`src/rtl/tx_huge_page_rd_req_pkg.sv`:
```
`default_nettype none
// ============================================================================
// Module   : tx_huge_page_rd_req_pkg
// Purpose  : Shared constants for the huge-page read-request path. Holds the
//            TLP fmt/type codes, the DW0 field positions, the FSM state
//            encodings, the default read chunk size and a DW0 builder.
// Ports    : none (package)
// Revision : 1.0 - initial release
// ============================================================================
package tx_huge_page_rd_req_pkg;

  // TLP fmt/type codes, placed in DW0 bits [30:24]
  localparam logic [6:0] c_FMT_TYPE_MRD64 = 7'b01_00000;
  localparam logic [6:0] c_FMT_TYPE_MWR32 = 7'b10_00000;
  localparam logic [6:0] c_FMT_TYPE_MWR64 = 7'b11_00000;

  // DW0 field positions
  localparam int c_DW0_FMT_TYPE_LSB = 24;
  localparam int c_DW0_TC_LSB       = 20;
  localparam int c_DW0_ATTR_LSB     = 12;
  localparam int c_DW0_LEN_LSB      = 0;

  // Largest MRd payload requested by default, in qwords
  localparam int c_DEFAULT_MAX_RD_QWORDS = 64;

  // Request FSM state encodings
  localparam logic [2:0] S_IDLE  = 3'd0;
  localparam logic [2:0] S_CHK   = 3'd1;
  localparam logic [2:0] S_HDR0  = 3'd2;
  localparam logic [2:0] S_HDR1  = 3'd3;
  localparam logic [2:0] S_DRAIN = 3'd4;
  localparam logic [2:0] S_FREE  = 3'd5;

  // DW0 of an MRd64 with TC=0, attr=0, TD=0, EP=0. A length of 0 means
  // 1024 DW, so callers simply truncate chunk*2 to 10 bits.
  function automatic logic [31:0] mrd64_dw0(input logic [9:0] len_dw);
    logic [31:0] v;
    v = '0;
    v[c_DW0_FMT_TYPE_LSB +: 7] = c_FMT_TYPE_MRD64;
    v[c_DW0_TC_LSB +: 3]       = 3'b000;
    v[c_DW0_ATTR_LSB +: 2]     = 2'b00;
    v[c_DW0_LEN_LSB +: 10]     = len_dw;
    return v;
  endfunction

endpackage
`default_nettype wire

```
`src/rtl/tx_huge_page_rd_req_credit.sv`:
```
`default_nettype none
// ============================================================================
// Module   : tx_huge_page_rd_req_credit
// Purpose  : Tracks in-flight read requests and hands out request tags.
// Ports    : trn_clk, reset_n (async, active-low)
//            issue     - one request header has just been accepted
//            cpl_done  - one request has fully completed
//            tag       - tag to place in the next request
//            can_issue - fewer than MAX_OUTSTANDING requests in flight
//            idle      - nothing in flight
// Revision : 1.0 - initial release
// ============================================================================
module tx_huge_page_rd_req_credit #(
  parameter int MAX_OUTSTANDING = 8,
  parameter int TAG_W           = 5
) (
  input  logic             trn_clk,
  input  logic             reset_n,
  input  logic             issue,
  input  logic             cpl_done,
  output logic [TAG_W-1:0] tag,
  output logic             can_issue,
  output logic             idle
);

  localparam int c_CNT_W = $clog2(MAX_OUTSTANDING + 1);

  logic [c_CNT_W-1:0] r_outstanding;
  logic [TAG_W-1:0]   r_tag;
  logic               w_dec;

  // A completion with nothing in flight is spurious and dropped.
  assign w_dec = cpl_done && (r_outstanding != '0);

  always_ff @(posedge trn_clk or negedge reset_n) begin
    if (!reset_n) begin
      r_outstanding <= '0;
      r_tag         <= '0;
    end else begin
      if (issue) begin
        r_tag <= r_tag + TAG_W'(1);
      end
      case ({issue, w_dec})
        2'b10:   r_outstanding <= r_outstanding + c_CNT_W'(1);
        2'b01:   r_outstanding <= r_outstanding - c_CNT_W'(1);
        default: r_outstanding <= r_outstanding;
      endcase
    end
  end

  assign tag       = r_tag;
  assign can_issue = (r_outstanding < c_CNT_W'(MAX_OUTSTANDING));
  assign idle      = (r_outstanding == '0);

endmodule
`default_nettype wire

```
`src/rtl/tx_huge_page_rd_req.sv`:
```
`default_nettype none
// ============================================================================
// Module   : tx_huge_page_rd_req
// Purpose  : Reads unlocked huge pages by issuing MRd64 TLPs on the TRN TX
//            interface in chunks of at most MAX_RD_QWORDS. Pages 1 and 2 are
//            served in strict alternation starting with page 1; each page is
//            released with a one-cycle huge_page_free_x pulse after all of its
//            requests are issued and completed.
// Ports    : trn_clk, reset_n (async, active-low), cfg_completer_id
//            TRN TX  : trn_td, trn_trem_n, trn_tsof_n, trn_teof_n,
//                      trn_tsrc_rdy_n, trn_tdst_rdy_n
//            Pages   : huge_page_addr_1/2, huge_page_qwords_1/2,
//                      huge_page_status_1/2, huge_page_free_1/2
//            rd_cpl_done - one request fully completed
//            TX_HUGE_PAGE_RD_STATS_EN adds rd_req_count / pages_done_count.
// Revision : 1.0 - initial release
// ============================================================================
module tx_huge_page_rd_req
  import tx_huge_page_rd_req_pkg::*;
#(
  parameter int MAX_RD_QWORDS   = c_DEFAULT_MAX_RD_QWORDS,
  parameter int MAX_OUTSTANDING = 8,
  parameter int TAG_W           = 5
) (
  input  logic        trn_clk,
  input  logic        reset_n,
  input  logic [15:0] cfg_completer_id,
  output logic [63:0] trn_td,
  output logic [7:0]  trn_trem_n,
  output logic        trn_tsof_n,
  output logic        trn_teof_n,
  output logic        trn_tsrc_rdy_n,
  input  logic        trn_tdst_rdy_n,
  input  logic [63:0] huge_page_addr_1,
  input  logic [63:0] huge_page_addr_2,
  input  logic [31:0] huge_page_qwords_1,
  input  logic [31:0] huge_page_qwords_2,
  input  logic        huge_page_status_1,
  input  logic        huge_page_status_2,
  output logic        huge_page_free_1,
  output logic        huge_page_free_2,
  input  logic        rd_cpl_done
`ifdef TX_HUGE_PAGE_RD_STATS_EN
  ,
  output logic [31:0] rd_req_count,
  output logic [31:0] pages_done_count
`endif
);

  logic [2:0]       r_state;
  logic             r_page_sel;   // 0 = page 1, 1 = page 2
  logic [63:0]      r_cur_addr;
  logic [31:0]      r_rem_qw;

  logic [31:0]      w_chunk;
  logic [9:0]       w_len_dw;
  logic [TAG_W-1:0] w_tag;
  logic [7:0]       w_tag8;
  logic             w_can_issue;
  logic             w_idle;
  logic             w_issue;
  logic             w_status_cur;

  assign w_chunk = (r_rem_qw < 32'(MAX_RD_QWORDS)) ? r_rem_qw : 32'(MAX_RD_QWORDS);
  // chunk <= 512 qwords, so chunk*2 fits in 10 bits with 1024 wrapping to 0.
  assign w_len_dw     = {w_chunk[8:0], 1'b0};
  assign w_tag8       = 8'(w_tag);
  assign w_issue      = (r_state == S_HDR1) && !trn_tdst_rdy_n;
  assign w_status_cur = r_page_sel ? huge_page_status_2 : huge_page_status_1;

  tx_huge_page_rd_req_credit #(
    .MAX_OUTSTANDING (MAX_OUTSTANDING),
    .TAG_W           (TAG_W)
  ) u_credit (
    .trn_clk   (trn_clk),
    .reset_n   (reset_n),
    .issue     (w_issue),
    .cpl_done  (rd_cpl_done),
    .tag       (w_tag),
    .can_issue (w_can_issue),
    .idle      (w_idle)
  );

  always_ff @(posedge trn_clk or negedge reset_n) begin
    if (!reset_n) begin
      r_state    <= S_IDLE;
      r_page_sel <= 1'b0;
      r_cur_addr <= '0;
      r_rem_qw   <= '0;
    end else begin
      case (r_state)
        S_IDLE: begin
          // Only the page the pointer selects is looked at.
          if (w_status_cur) begin
            r_cur_addr <= r_page_sel ? huge_page_addr_2   : huge_page_addr_1;
            r_rem_qw   <= r_page_sel ? huge_page_qwords_2 : huge_page_qwords_1;
            r_state    <= S_CHK;
          end
        end
        S_CHK: begin
          if (r_rem_qw == '0) begin
            r_state <= S_DRAIN;
          end else if (w_can_issue) begin
            r_state <= S_HDR0;
          end
        end
        S_HDR0: begin
          if (!trn_tdst_rdy_n) begin
            r_state <= S_HDR1;
          end
        end
        S_HDR1: begin
          if (!trn_tdst_rdy_n) begin
            r_cur_addr <= r_cur_addr + 64'({w_chunk, 3'b000});
            r_rem_qw   <= r_rem_qw - w_chunk;
            r_state    <= S_CHK;
          end
        end
        S_DRAIN: begin
          if (w_idle) begin
            r_state <= S_FREE;
          end
        end
        S_FREE: begin
          // Flipping here means IDLE next samples the other page, so the
          // just-freed page's stale status is never seen again.
          r_page_sel <= ~r_page_sel;
          r_state    <= S_IDLE;
        end
        default: r_state <= S_IDLE;
      endcase
    end
  end

  // TX outputs decode straight from state so an asynchronous reset drops a
  // frame immediately; they hold still while a beat waits for tdst_rdy.
  always_comb begin
    trn_td = '0;
    case (r_state)
      S_HDR0:  trn_td = {mrd64_dw0(w_len_dw), cfg_completer_id, w_tag8, 4'hF, 4'hF};
      S_HDR1:  trn_td = {r_cur_addr[63:2], 2'b00};
      default: trn_td = '0;
    endcase
  end

  assign trn_trem_n       = 8'h00;
  assign trn_tsrc_rdy_n   = !((r_state == S_HDR0) || (r_state == S_HDR1));
  assign trn_tsof_n       = (r_state != S_HDR0);
  assign trn_teof_n       = (r_state != S_HDR1);
  assign huge_page_free_1 = (r_state == S_FREE) && !r_page_sel;
  assign huge_page_free_2 = (r_state == S_FREE) &&  r_page_sel;

`ifdef TX_HUGE_PAGE_RD_STATS_EN
  always_ff @(posedge trn_clk or negedge reset_n) begin
    if (!reset_n) begin
      rd_req_count     <= '0;
      pages_done_count <= '0;
    end else begin
      if (w_issue) begin
        rd_req_count <= rd_req_count + 32'd1;
      end
      if (r_state == S_FREE) begin
        pages_done_count <= pages_done_count + 32'd1;
      end
    end
  end
`endif

endmodule
`default_nettype wire

```
`config.mk`:
```
export PLATFORM = sky130hd
export DESIGN_NAME = tx_huge_page_rd_req
export DESIGN_NICKNAME = d
export VERILOG_FILES = /design/src/rtl/tx_huge_page_rd_req_pkg.sv /design/src/rtl/tx_huge_page_rd_req_credit.sv /design/src/rtl/tx_huge_page_rd_req.sv
export SDC_FILE = /design/constraint.sdc
export NUM_CORES = 1
export LEC_CHECK = 0
export ABC_AREA = 0
export CORE_MARGIN = 2
export CORE_UTILIZATION = 48
export CTS_BUF_LIST = sky130_fd_sc_hd__clkbuf_16
export DETAILED_ROUTE_END_ITERATION = 8
export GPL_ROUTABILITY_DRIVEN = 0
export HOLD_SLACK_MARGIN = 0.02
export PLACE_DENSITY = 0.82
export SLEW_MARGIN = 0
export SYNTH_ARGS = -nofsm -noshare
export SYNTH_HDL_FRONTEND = slang
export SYNTH_SLANG_ARGS = --single-unit
```
`constraint.sdc`:
```
create_clock -name trn_clk -period 4.94 [get_ports trn_clk]
set_clock_uncertainty 0.2 [all_clocks]
set_input_delay 1.235 -clock trn_clk [delete_from_list [all_inputs] [get_ports trn_clk]]
set_output_delay 1.235 -clock trn_clk [all_outputs]
set_load 0.01 [all_outputs]
```
## After elaboration in Yosys (flattened, before gate mapping)

Cells that the tools add are included.

| operators by class | value |
|---|---|
| $lt $le $gt $ge | 2 |
| reductions and logical operators | 16 |
| mux-type cells | 19 |
| equal/unequal tests | 14 |
| add/subtract/negate cells | 5 |
| bitwise operators | 1 |

Operators with widths:

| kind | count |
|---|---|
| one-hot mux 64 bit (2 select lines) | 2 |
| two-way mux 64 bit | 3 |
| two-way mux 32 bit | 4 |
| adder 64 x 35 -> 64 bit | 1 |
| one-hot mux 32 bit (2 select lines) | 1 |
| logical NOT 32 bit | 1 |
| < comparator 32 x 7 -> 1 bit (second input constant) | 1 |
| subtractor 32 bit | 1 |
| two-way mux 3 bit | 6 |
| one-hot mux 3 bit (5 select lines) | 1 |
| inequality test 3 x 2 -> 1 bit (second input constant) | 3 |
| one-hot mux 4 bit (2 select lines) | 1 |
| equality test 3 x 2 -> 1 bit (second input constant) | 2 |
| equality test 3 bit (second input constant) | 2 |
| inequality test 2 bit (second input constant) | 3 |
| adder 5 x 1 -> 5 bit (second input constant) | 1 |
| AND reduction 5 bit | 1 |
| adder 4 x 1 -> 4 bit (second input constant) | 1 |
| logical AND 1 bit | 4 |
| logical NOT 4 bit | 1 |
| < comparator 4 bit (second input constant) | 1 |
| nonzero test 2 bit | 2 |
| nonzero test 4 bit | 1 |
| subtractor 4 x 1 -> 4 bit (second input constant) | 1 |
| 10 further kinds | 12 |

| word-level totals | value |
|---|---|
| output and inout port bits | 77 |
| input port bits | 214 |
| register bits after elaboration | 109 |

## Logic depth before layout (Yosys ltp)

| depth | value |
|---|---|
| depth in word-level cells | 5 |
| mapped depth | 17 |

## Hierarchy

Synthesis repeated with hierarchy kept, for this count alone.

| second synthesis, totals | value |
|---|---|
| cell total of the unflattened synthesis | 1179 |
| area total of the unflattened synthesis | 9439.1 sq um |

By module, submodules not included:

| module | area an instance (sq um) | instances | cells an instance |
|---|---|---|---|
| tx_huge_page_rd_req | 8907.3 | 1 | 1131 |
| tx_huge_page_rd_req_credit | 531.8 | 1 | 48 |

## Least setup slack after synthesis

Ideal clock, no wire load.

| timing | value |
|---|---|
| path type | flip-flop to flip-flop |
| start point | reg r_rem_qw[10] |
| end point | reg r_cur_addr[47] |
| setup slack | 0.495 ns |
| period minus slack after synthesis | 4.445 ns |
| data required time | 4.619 ns |
| data arrival time | 4.124 ns |
| cell stages (with the launch flop) | 18 |
| setup time | 0.121 ns |
| cell sequence | dfrtp_1 or4_4 nor4_4 and3_4 clkbuf_1 and2_1 ha_1 inv_1 fa_1 nand2b_1 a21oi_1 or3_1 a21oi_1 a21oi_1 o21bai_1 a21oi_1 a22oi_1 o22a_1 |

| between the ends | value |
|---|---|
| cells in the longest elaborated chain, start to end | 5 |

RTL lines:

| item | line | RTL |
|---|---|---|
| from (decl) | tx_huge_page_rd_req.sv:53 | `logic [31:0] r_rem_qw;` |
| from (signal assigned) | tx_huge_page_rd_req.sv:96 | `r_rem_qw <= r_page_sel ? huge_page_qwords_2 : huge_page_qwords_1;` |
| from (signal assigned) | tx_huge_page_rd_req.sv:115 | `r_rem_qw <= r_rem_qw - w_chunk;` |
| < comparator 32 x 7 -> 1 bit | tx_huge_page_rd_req.sv:64 | `assign w_chunk = (r_rem_qw < 32'(MAX_RD_QWORDS)) ? r_rem_qw : 32'(MAX_RD_QWORDS);` |
| two-way mux 32 bit (*) | tx_huge_page_rd_req.sv:64 |  |
| adder 64 x 35 -> 64 bit (*) | tx_huge_page_rd_req.sv:114 | `r_cur_addr <= r_cur_addr + 64'({w_chunk, 3'b000});` |
| two-way mux 64 bit (*) | tx_huge_page_rd_req.sv:113 | `if (!trn_tdst_rdy_n) begin` |
| one-hot mux 64 bit (2 select lines) (*) | tx_huge_page_rd_req.sv:91 | `case (r_state)` |
| to (signal assigned) | tx_huge_page_rd_req.sv:95 | `r_cur_addr <= r_page_sel ? huge_page_addr_2 : huge_page_addr_1;` |
| to (signal assigned) | tx_huge_page_rd_req.sv:114 |  |
| to (decl) | tx_huge_page_rd_req.sv:52 | `logic [63:0] r_cur_addr;` |

Mark *: on every way between the ends. The rest lies on a longest branch, timed or not. The select of a mux whose other input is x is not followed.
A chain may end at the register's enable or synchronous reset.

## Final worst setup path

| timing | value |
|---|---|
| start point | reg r_rem_qw[10] |
| end point | reg r_cur_addr[57] |

The elaborated chain is that of the path after synthesis.

==> reports/metrics.csv <==
metric;value;unit
final setup violation count;0;
row count;51;
Synth Area in Compound Gates;25.10;%
drt first-iter violations;882;
leading cell types in the layout, fill and taps excluded;clkdlybuf4s50_1 (277), a21oi_1 (132), nor2_1 (122);
Setup Fix Bufs, Post-CTS;0;
final hold viol count;0;
Initial Util;48.72;%
post-synthesis xor/xnor area fraction;3.336;%
Post-Synth Adder-Cell Area;5.322;%
reg2reg start;r_rem_qw[10];
Max Cap Violations;0;
PortBufs;278;
CP Cell Sequence;or4_4, nor4_4, and3_4, inv_4, nor2_1, ha_1, nand2b_1, a21oi_1, or3_1, a21oi_2, a21oi_1, buf_4, o21ai_0, a21oi_1, a311o_1, o311a_1;
Seq/Total Area, Yosys;28.33;%
cell area after synthesis;9452;um2
area grow syn2layout;35.53;%
vias;10250;
Final Max Slew Viols;0;
Max rail drop VDD;0.3778;mV
die area;20830;um2
root buf cell;clkbuf_16;
Synth Area per Inst;7.942;um2
DP HPWL;22880;um
initial antenna violation count;1;
utilization after layout;66.03;%
hold_buf cts;0;
H-tree depth;3;
clk_lat worst skew;370;ps
DRT antenna net count;0;
multiplexer area fraction after synthesis;11.98;%
area leader, netlist;dfrtp_1;
Arr. time, crit path;4700;ps
global-route wire length before repair;48360;um
startpoint types;register;
crit-path max FO;13;
max frequency;214.8;MHz
clk slew on worst S/H paths;70;ps
CTS Buffer Depth;2;
PwrDens;550.5;nW/um2
Ys Warns;0;
Ports;291;
EDFF count, synth;0;
Synth cell types;75;
Slew headroom;35.17;%
Num CTS Buffers;9;
post-synthesis cell count;1190;
layout cells sized above 1;4.969;%
Synth top area share;28.33;%
largest family of logic cells by synthesized area;compound AO/OA/AOI/OAI gates;
dpl cell area;12530;um2
sinks on the clock net;107;
cts repair resizes;0;
Total Wirelength;31010;um
DR DRC count;0;
GRT Total Usage;29.23;%
min-delay worst type;register to register;
Worst Path Required;4990;ps
RSZ-0062 raised after global routing;no;
setup TNS;0;ps
Diodes inserted;0;
Post-synth ARST share;100.0;%
vias per cell;5.979;
Design Area, Final;12810;um2
status;completed;
vias in the first global route;9626;
most frequent CP cell;a21oi_1;
core area;19400;um2
Die X;144.3;um
largest cells by area after synthesis;dfrtp_1 (28%), mux2i_1 (11%), a21oi_1 (7.1%);
Slew @ Worst Pin;972.5;ps
largest net degree at the start of global routing;96;
kind of critical path;register to register;
worst hold start;u_credit.tag[4];
most common cell after layout, fill and taps aside;clkdlybuf4s50_1;
Final nets;1697;
Simple-Gate Fraction of Synth Area;20.69;%
crit path from;r_rem_qw[10];
Max stage delay cell, worst path;or4_4;
Tot Pwr;7.052;mW
Hold WS;285.9;ps
main flop type after synthesis;dfrtp_1;
1st-pass router iterations;7;
Leak;5.081;nW
Tcrit/Tclk final;94.22;%
GRT Residual Overflow;0;
WL per Instance;18.09;um
CTS tree;built;
Setup crit end kind;register;
Vert. Die Dim;144.3;um
Yosys reg bits;107;
CP max stage delay;580;ps
Tmin final;4655;ps
worst paths after layout:
check	end	slack, ps	depth (start not counted)
max in group asynchronous	r_cur_addr[23]	2940	2
worst max-delay path	r_cur_addr[57]	290	16
min in group asynchronous	r_cur_addr[41]	750	1
worst min-delay path	u_credit.tag[4]	290	1
worst max register to register	r_cur_addr[57]	290	16
worst min register to register	u_credit.tag[4]	290	1
per-stage QoR:
step                cells  setup WS [ps]
floorplan            1222          495.3
global route         1714          20.77
finish               1714          285.5
global placement     1698          256.0
detailed placement   1698          195.2
CTS                  1714          182.0
power breakdown:
part	switching [mW]	total [mW]	internal [mW]
clock	0.349	0.686	0.337
combinational	2.54	4.56	2.02
sequential	0.497	1.81	1.31
total	3.38	7.05	3.67
kinds of logic (layout without fill, tap and decap cells):
group                    Yosys count  count (layout)
AO/OA/AOI/OAI                    379             379
flip-flops                       107             107
AND/OR/NAND/NOR                  395             395
other                              2              34
multiplexers                     112             112
adder cells (fa/ha/maj)           39              39
buffers and inverters            120             347
XOR/XNOR                          36              36
registers in the layout (all words and copies together) (netlist names):
name                    cells
r_rem_qw                   32
r_cur_addr                 62
u_credit.r_outstanding      4
u_credit.tag                5
r_state                     3
r_page_sel                  1
cells in the mapped netlist (10+ instances only):
cell      number
a211oi_1      21
a21o_1        14
a21oi_1      134
a311oi_1      13
a31oi_1       15
and3_1        43
clkbuf_1      72
dfrtp_1      107
ha_1          37
inv_1         27
mux2i_1      103
nand2_1       93
nand3_1       28
nand4_1       16
nor2_1       125
nor2b_1       13
nor3_1        22
nor4_1        10
o211ai_1      11
o21ai_0       82
o22a_1        11
xnor2_1       27
metal layers:
metal / global-route usage (%) / part of all wire, %
met5: 0 / 0.035
met4: 12.47 / 3.5
met3: 5.132 / 8.2
met2: 48.94 / 47
met1: 37.21 / 41
cell type report:
type | count | area [um2]
Tap cell | 265 | 331.6
Clock inverter | 7 | 37.54
Multi-Input combinational cell | 995 | 6447
Clock buffer | 9 | 225.2
Sequential cell | 107 | 2683
Timing Repair Buffer | 299 | 2963
Fill cell | 1658 | 6589
Inverter | 32 | 122.6
critical path, delay by kind of cell (launching register included):
kind,cells,cell delay (ps)
AOI/OAI and AO/OA,7,1500
DFF,1,400
and+or+nand+nor,6,1920
adders and majority gates,1,290
buffers and inverters,2,240
Note: power is estimated with default switching activity, not from simulation.
